<file path="config.mk">
export PLATFORM = sky130hd
export DESIGN_NAME = fifo_wr_arb_ctrl_flat
export DESIGN_NICKNAME = d
export VERILOG_FILES = /design/src/rtl/fifo_ctrl_pkg.sv /design/src/rtl/fifo_wr_arb_ctrl_if.sv /design/src/rtl/rr_arb2.sv /design/src/rtl/fifo_wr_arb_ctrl.sv /design/src/flat_wrapper.sv
export SDC_FILE = /design/constraint.sdc
export NUM_CORES = 1
export LEC_CHECK = 0
export CAP_MARGIN = 0
export CORE_ASPECT_RATIO = 1.5
export CORE_MARGIN = 5
export CORE_UTILIZATION = 40
export DETAILED_ROUTE_END_ITERATION = 10
export PLACE_DENSITY_LB_ADDON = 0.3
export SETUP_SLACK_MARGIN = 0.3
export SYNTH_ARGS = -nofsm -noshare
export SYNTH_HDL_FRONTEND = slang
export SYNTH_SLANG_ARGS = --single-unit
</file>
<file path="constraint.sdc">
create_clock -name clk -period 4.8 [get_ports clk]
set_input_delay 0.96 -clock clk [delete_from_list [all_inputs] [get_ports clk]]
set_output_delay 0.96 -clock clk [all_outputs]
set_load 0.005 [all_outputs]
</file>
<file path="src/rtl/fifo_ctrl_pkg.sv">
// fifo_ctrl_pkg: grant-select encoding and reset constants shared by the FIFO write controller.
package fifo_ctrl_pkg;
    typedef enum logic {GNT_P0 = 1'b0, GNT_P1 = 1'b1} gnt_sel_e;
    // last_gnt resets to producer 1 so producer 0 wins the first tie
    localparam gnt_sel_e LAST_GNT_RST = GNT_P1;
endpackage

</file>
<file path="src/rtl/fifo_wr_arb_ctrl_if.sv">
// fifo_wr_arb_ctrl_if: producer, consumer and dp_ram-side signals of the FIFO write controller.
interface fifo_wr_arb_ctrl_if #(
    parameter int WIDTH = 8,
    parameter int SIZE  = 3
);
    logic             req0;
    logic             req1;
    logic [WIDTH-1:0] data0;
    logic [WIDTH-1:0] data1;
    logic             gnt0;
    logic             gnt1;
    logic             rd_req;
    logic             rd_valid;
    logic             ram_wr_en;
    logic [SIZE:0]    ram_wr_addr;
    logic [WIDTH-1:0] ram_data_in;
    logic             ram_rd_en;
    logic [SIZE:0]    ram_rd_addr;
    logic             full;
    logic             empty;
    logic [SIZE:0]    count;
    modport master (
        output req0, req1, data0, data1, rd_req,
        input  gnt0, gnt1, rd_valid, ram_wr_en, ram_wr_addr, ram_data_in,
        input  ram_rd_en, ram_rd_addr, full, empty, count
    );
    modport slave (
        input  req0, req1, data0, data1, rd_req,
        output gnt0, gnt1, rd_valid, ram_wr_en, ram_wr_addr, ram_data_in,
        output ram_rd_en, ram_rd_addr, full, empty, count
    );
endinterface

</file>
<file path="src/rtl/rr_arb2.sv">
// rr_arb2: two-way round-robin arbiter; on a tie the producer not granted last wins.
module rr_arb2
    import fifo_ctrl_pkg::*;
(
    input  logic     req0,
    input  logic     req1,
    input  logic     block,
    input  gnt_sel_e last_gnt,
    output logic     gnt0,
    output logic     gnt1
);
    // grant the lone requester, or on a tie the one that lost last time
    always_comb begin
        gnt0 = !block && req0 && (!req1 || last_gnt == GNT_P1);
        gnt1 = !block && req1 && (!req0 || last_gnt == GNT_P0);
    end
endmodule

</file>
<file path="src/rtl/fifo_wr_arb_ctrl.sv">
// fifo_wr_arb_ctrl: dp_ram FIFO pointer/status controller with a two-producer round-robin write port.
// Define FIFO_ARB_ERR_EN to add sticky err_ovf/err_unf outputs.
module fifo_wr_arb_ctrl
    import fifo_ctrl_pkg::*;
#(
    parameter int DEPTH = 8,
    parameter int WIDTH = 8,
    parameter int SIZE  = 3
) (
    input  logic                clk,
    input  logic                rstn,
    fifo_wr_arb_ctrl_if.slave   bus
`ifdef FIFO_ARB_ERR_EN
    ,
    output logic                err_ovf,
    output logic                err_unf
`endif
);
    logic [SIZE:0] wr_ptr;
    logic [SIZE:0] rd_ptr;
    logic [SIZE:0] count;
    gnt_sel_e      last_gnt;
    logic          gnt0;
    logic          gnt1;
    logic          wr_en;
    logic          rd_en;
    logic          full;
    logic          empty;
    logic          rd_valid;

    // requests seen while reset is asserted are never granted
    rr_arb2 u_arb (
        .req0     (bus.req0),
        .req1     (bus.req1),
        .block    (full || !rstn),
        .last_gnt (last_gnt),
        .gnt0     (gnt0),
        .gnt1     (gnt1)
    );

    // status comes from registered pointers only, so nothing falls through
    always_comb begin
        count = wr_ptr - rd_ptr;
        empty = wr_ptr == rd_ptr;
        full  = count == (SIZE+1)'(DEPTH);
        wr_en = gnt0 || gnt1;
        rd_en = rstn && bus.rd_req && !empty;
    end

    assign bus.gnt0        = gnt0;
    assign bus.gnt1        = gnt1;
    assign bus.ram_wr_en   = wr_en;
    assign bus.ram_wr_addr = wr_ptr;
    assign bus.ram_data_in = gnt1 ? bus.data1 : bus.data0;
    assign bus.ram_rd_en   = rd_en;
    assign bus.ram_rd_addr = rd_ptr;
    assign bus.rd_valid    = rd_valid;
    assign bus.full        = full;
    assign bus.empty       = empty;
    assign bus.count       = count;

    // advance pointers on accepted transfers; rd_valid tracks the RAM's registered read
    always_ff @(posedge clk) begin
        if (!rstn) begin
            wr_ptr   <= '0;
            rd_ptr   <= '0;
            last_gnt <= LAST_GNT_RST;
            rd_valid <= 1'b0;
        end else begin
            if (wr_en) wr_ptr <= wr_ptr + 1'b1;
            if (wr_en) last_gnt <= gnt1 ? GNT_P1 : GNT_P0;
            if (rd_en) rd_ptr <= rd_ptr + 1'b1;
            rd_valid <= rd_en;
        end
    end

`ifdef FIFO_ARB_ERR_EN
    // sticky flags for requests arriving against a full or empty FIFO
    always_ff @(posedge clk) begin
        if (!rstn) begin
            err_ovf <= 1'b0;
            err_unf <= 1'b0;
        end else begin
            err_ovf <= err_ovf || ((bus.req0 || bus.req1) && full);
            err_unf <= err_unf || (bus.rd_req && empty);
        end
    end
`endif
endmodule

</file>
<file path="src/flat_wrapper.sv">
// flat-port wrapper written by rule: the top's interface ports become plain ports
module fifo_wr_arb_ctrl_flat import fifo_ctrl_pkg::*;
#(
    parameter int DEPTH = 8,
    parameter int WIDTH = 8,
    parameter int SIZE  = 3
)
  (clk, rstn, bus_req0, bus_req1, bus_data0, bus_data1, bus_rd_req, bus_gnt0, bus_gnt1, bus_rd_valid, bus_ram_wr_en, bus_ram_wr_addr, bus_ram_data_in, bus_ram_rd_en, bus_ram_rd_addr, bus_full, bus_empty, bus_count);
  fifo_wr_arb_ctrl_if #(.WIDTH(WIDTH), .SIZE(SIZE)) bus_i ();
  input  logic clk;
  input  logic rstn;
  input wire logic [$bits(bus_i.req0)-1:0] bus_req0;
  input wire logic [$bits(bus_i.req1)-1:0] bus_req1;
  input wire logic [$bits(bus_i.data0)-1:0] bus_data0;
  input wire logic [$bits(bus_i.data1)-1:0] bus_data1;
  input wire logic [$bits(bus_i.rd_req)-1:0] bus_rd_req;
  output wire logic [$bits(bus_i.gnt0)-1:0] bus_gnt0;
  output wire logic [$bits(bus_i.gnt1)-1:0] bus_gnt1;
  output wire logic [$bits(bus_i.rd_valid)-1:0] bus_rd_valid;
  output wire logic [$bits(bus_i.ram_wr_en)-1:0] bus_ram_wr_en;
  output wire logic [$bits(bus_i.ram_wr_addr)-1:0] bus_ram_wr_addr;
  output wire logic [$bits(bus_i.ram_data_in)-1:0] bus_ram_data_in;
  output wire logic [$bits(bus_i.ram_rd_en)-1:0] bus_ram_rd_en;
  output wire logic [$bits(bus_i.ram_rd_addr)-1:0] bus_ram_rd_addr;
  output wire logic [$bits(bus_i.full)-1:0] bus_full;
  output wire logic [$bits(bus_i.empty)-1:0] bus_empty;
  output wire logic [$bits(bus_i.count)-1:0] bus_count;
  assign bus_i.req0 = bus_req0;
  assign bus_i.req1 = bus_req1;
  assign bus_i.data0 = bus_data0;
  assign bus_i.data1 = bus_data1;
  assign bus_i.rd_req = bus_rd_req;
  assign bus_gnt0 = bus_i.gnt0;
  assign bus_gnt1 = bus_i.gnt1;
  assign bus_rd_valid = bus_i.rd_valid;
  assign bus_ram_wr_en = bus_i.ram_wr_en;
  assign bus_ram_wr_addr = bus_i.ram_wr_addr;
  assign bus_ram_data_in = bus_i.ram_data_in;
  assign bus_ram_rd_en = bus_i.ram_rd_en;
  assign bus_ram_rd_addr = bus_i.ram_rd_addr;
  assign bus_full = bus_i.full;
  assign bus_empty = bus_i.empty;
  assign bus_count = bus_i.count;
  fifo_wr_arb_ctrl #(.DEPTH(DEPTH), .WIDTH(WIDTH), .SIZE(SIZE)) u_core (.clk(clk), .rstn(rstn), .bus(bus_i));
endmodule
</file>
==> results.py <==
metrics = {
    "status": {
        "status": "completed",
    },
    "power": {
        "ir_worst_vdd_v": 0.000480,
        "combPwrFrac": 0.685,
        "p_seq_frac": 0.204,
        "p_int_uw": 409,
        "switching_share": 0.409,
        "netSwitchingPower_uw": 283,
        "p_leak_nw": 0.551,
        "p_clk_frac": 0.111,
        "cellPowerDensity_mw_per_mm2": 503,
    },
    "finish": {
        "multiInputGateArea_um2": 607,
        "num-fill-cells": 181,
        "seqCellArea_um2": 200,
        "layout.nets": 180,
        "antenna_cells": 0,
        "area_growth_pct": 60.4,
        "drive_gt1_frac": 0.105,
    },
    "hold_path": {
        "worstHoldPathType": "register to register",
    },
    "synth": {
        "syn_nets": 133,
        "synthesis.instances": 106,
        "synth_edf_count": 0,
        "async_flop_share": 0,
        "avgSynthCellArea_um2": 8.09,
        "ys_seq_area_frac": 0.234,
        "yosysTopAreaCell": "dfxtp_1",
        "synth_warnings": 0,
        "synth_top_area_frac": 0.234,
        "synth_seq_cells": 10,
        "ys.flop_type": "dfxtp_1",
        "synthTopCellsByCount": "10 x a21oi_1, 10 x dfxtp_1, 8 x mux2_2, 8 x nand2_1",
        "synthesis.area_um2": 857,
        "synthTopCellsByArea": "dfxtp_1 23%, mux2_2 11%, ha_1 7.3%",
        "ys_types": 33,
    },
    "clocking": {
        "clk_pin_slew_ns": 0.07,
        "insertion_delay_ns": 0.27,
        "cts_hold_buf": 0,
        "post_cts_resized": 0,
        "clock_path_buffers": 2,
        "htree_levels": 1,
        "post-cts-setup-buffers": 0,
        "tritoncts": "built",
        "clock_sinks": 10,
        "cts_buffers": 3,
        "root_buffer": "clkbuf_4",
    },
    "placed_design": {
        "portBuffers": 47,
        "place_worst_setup_slack_ns": 0.794,
        "gp_congestion": 0.789,
        "dp_hpwl_um": 2260,
    },
    "timing": {
        "tightest_slew_ns": 0.968,
        "final.setup.worst_slack_ns": 0.493,
        "setup_tns_ns": 0,
        "rsz0062_at_grt": "false",
        "fin_crit_sh": 0.897,
        "drv_slew": 0,
        "setup_viol": 0,
        "skew_ns": 0.00368,
        "relSlewSlack": 0.355,
        "period_needed_ns": 4.31,
        "fmax_ghz": 0.232,
        "hold_violations": 0,
    },
    "drt": {
        "drtPass1Iterations": 4,
        "vias_per_cell": 5.52,
        "routedWlPerCell_um": 16.3,
        "drt_iter0_drc": 21,
        "ant_nets": 0,
        "vias": 961,
        "drc": 0,
        "routed_wl_um": 2840,
    },
    "run": {
        "maxCapViolCount": 0,
    },
    "setup_path": {
        "criticalPathCategory": "register to output pin",
        "cp-end-kind": "output pin",
        "cp-start-kind": "register",
        "cp_max_fo": 12,
        "required_ns": 3.84,
        "cp_data_arrival_time_ns": 3.35,
    },
    "floorplan": {
        "fp.dieH_um": 66.7,
        "num_rows": 20,
        "start_util": 0.418,
        "core_area_mm2": 0.00205,
        "dieArea_mm2": 0.00319,
        "ios": 48,
        "fp.dieW_um": 47.8,
    },
    "global_routing": {
        "grt_first_pass_wirelength_um": 4390,
        "antenna_found_initial": 0,
        "grt_pass1_vias": 974,
        "grt.overflow.total": 0,
        "grt_max_degree": 18,
        "grt_usage": 0.191,
    },
}
==> area by class of cell <==
cell class	count	share of cell area
tap	22	0.0200
sequential	10	0.146
inverter	7	0.0191
multi-input combinational	83	0.441
clock buffer	4	0.0264
timing repair buffer	48	0.348
==> power by group through the flow <==
| stage | registers (mW) | clock network [mW] | logic, mW |
|---|---|---|---|
| 2_1_floorplan | 0.136 | 0 | 0.252 |
| 4_1_cts | 0.140 | 0.0782 | 0.476 |
| 3_3_place_gp | 0.139 | 0 | 0.457 |
| 6_report | 0.141 | 0.0768 | 0.474 |
| 5_1_grt | 0.145 | 0.0848 | 0.526 |
| 3_5_place_dp | 0.142 | 0 | 0.473 |
==> through the flow <==
stage / util / power, mW / cells / cell area [um2] / hold WS, ns
6_report: 0.670 / 0.692 / 174 / 1380 / 0.522
5_1_grt: 0.670 / 0.756 / 174 / 1380 / 0.563
4_1_cts: 0.670 / 0.694 / 174 / 1380 / 0.524
3_5_place_dp: 0.652 / 0.615 / 170 / 1340 / 0.511
3_3_place_gp: 0.652 / 0.596 / 170 / 1340 / 0.506
2_1_floorplan: - / 0.387 / 106 / 857 / 0.493
==> worst max-delay path, stage by stage (launching register included) <==
cell and delay, ns:
dfxtp_1 0.44, inv_1 0.11, ha_1 0.20, inv_1 0.07, fa_1 0.43, or3_4 0.46, o311ai_4 0.51, mux2_2 0.39
clkdlybuf4s50_1 0.46
==> state kept, by name (all words and copies together) (netlist names) <==
register,cells
u_core.bus.rd_valid,1
u_core.last_gnt,1
u_core.bus.ram_wr_addr,4
u_core.bus.ram_rd_addr,4
==> routing by layer <==
metal | global-route usage | vias up | wire length, um
li1 | - | 477 | -
met1 | 0.188 | 452 | 1030
met2 | 0.373 | 27 | 1630
met3 | 0.0351 | 5 | 146
met4 | 0.0505 | 0 | 26
met5 | 0 | - | 0
==> worst paths after layout <==
kind,startpoint,endpoint,slack [ns],cells after the start
worst min register to register,u_core.bus.ram_rd_addr[1],u_core.bus.ram_rd_addr[1],0.52,2
worst max register to register,u_core.bus.ram_wr_addr[0],u_core.last_gnt,2.29,7
worst max-delay path,u_core.bus.ram_wr_addr[0],bus_ram_data_in[6],0.49,8
worst min-delay path,u_core.bus.ram_rd_addr[1],u_core.bus.ram_rd_addr[1],0.52,2
==> cell families (layout without fill, tap and decap cells) <==
logic type	Yosys count	after routing	synth area share
XOR/XNOR	5	5	0.0511
flip-flops	10	10	0.234
AO/OA/AOI/OAI	23	23	0.187
adder cells (fa/ha/maj)	6	6	0.0964
AND/OR/NAND/NOR	41	41	0.269
buffers and inverters	13	59	0.0584
multiplexers	8	8	0.105
==> cell usage in the layout (no fill, tap or decap), types with 3 or more instances in the layout <==
cell / synthesis / final
inv_1: 7 / 7
nand3_1: 7 / 7
clkbuf_4: 0 / 3
xor2_1: 4 / 4
clkdlybuf4s50_1: 0 / 47
and3_1: 4 / 4
o21ai_0: 5 / 5
or4_1: 5 / 5
a21oi_1: 10 / 10
ha_1: 5 / 5
nor2_1: 6 / 6
dfxtp_1: 10 / 10
and2_1: 3 / 3
mux2_2: 8 / 8
nand2_1: 8 / 8
No activity file was read; power rests on OpenSTA's default activity.
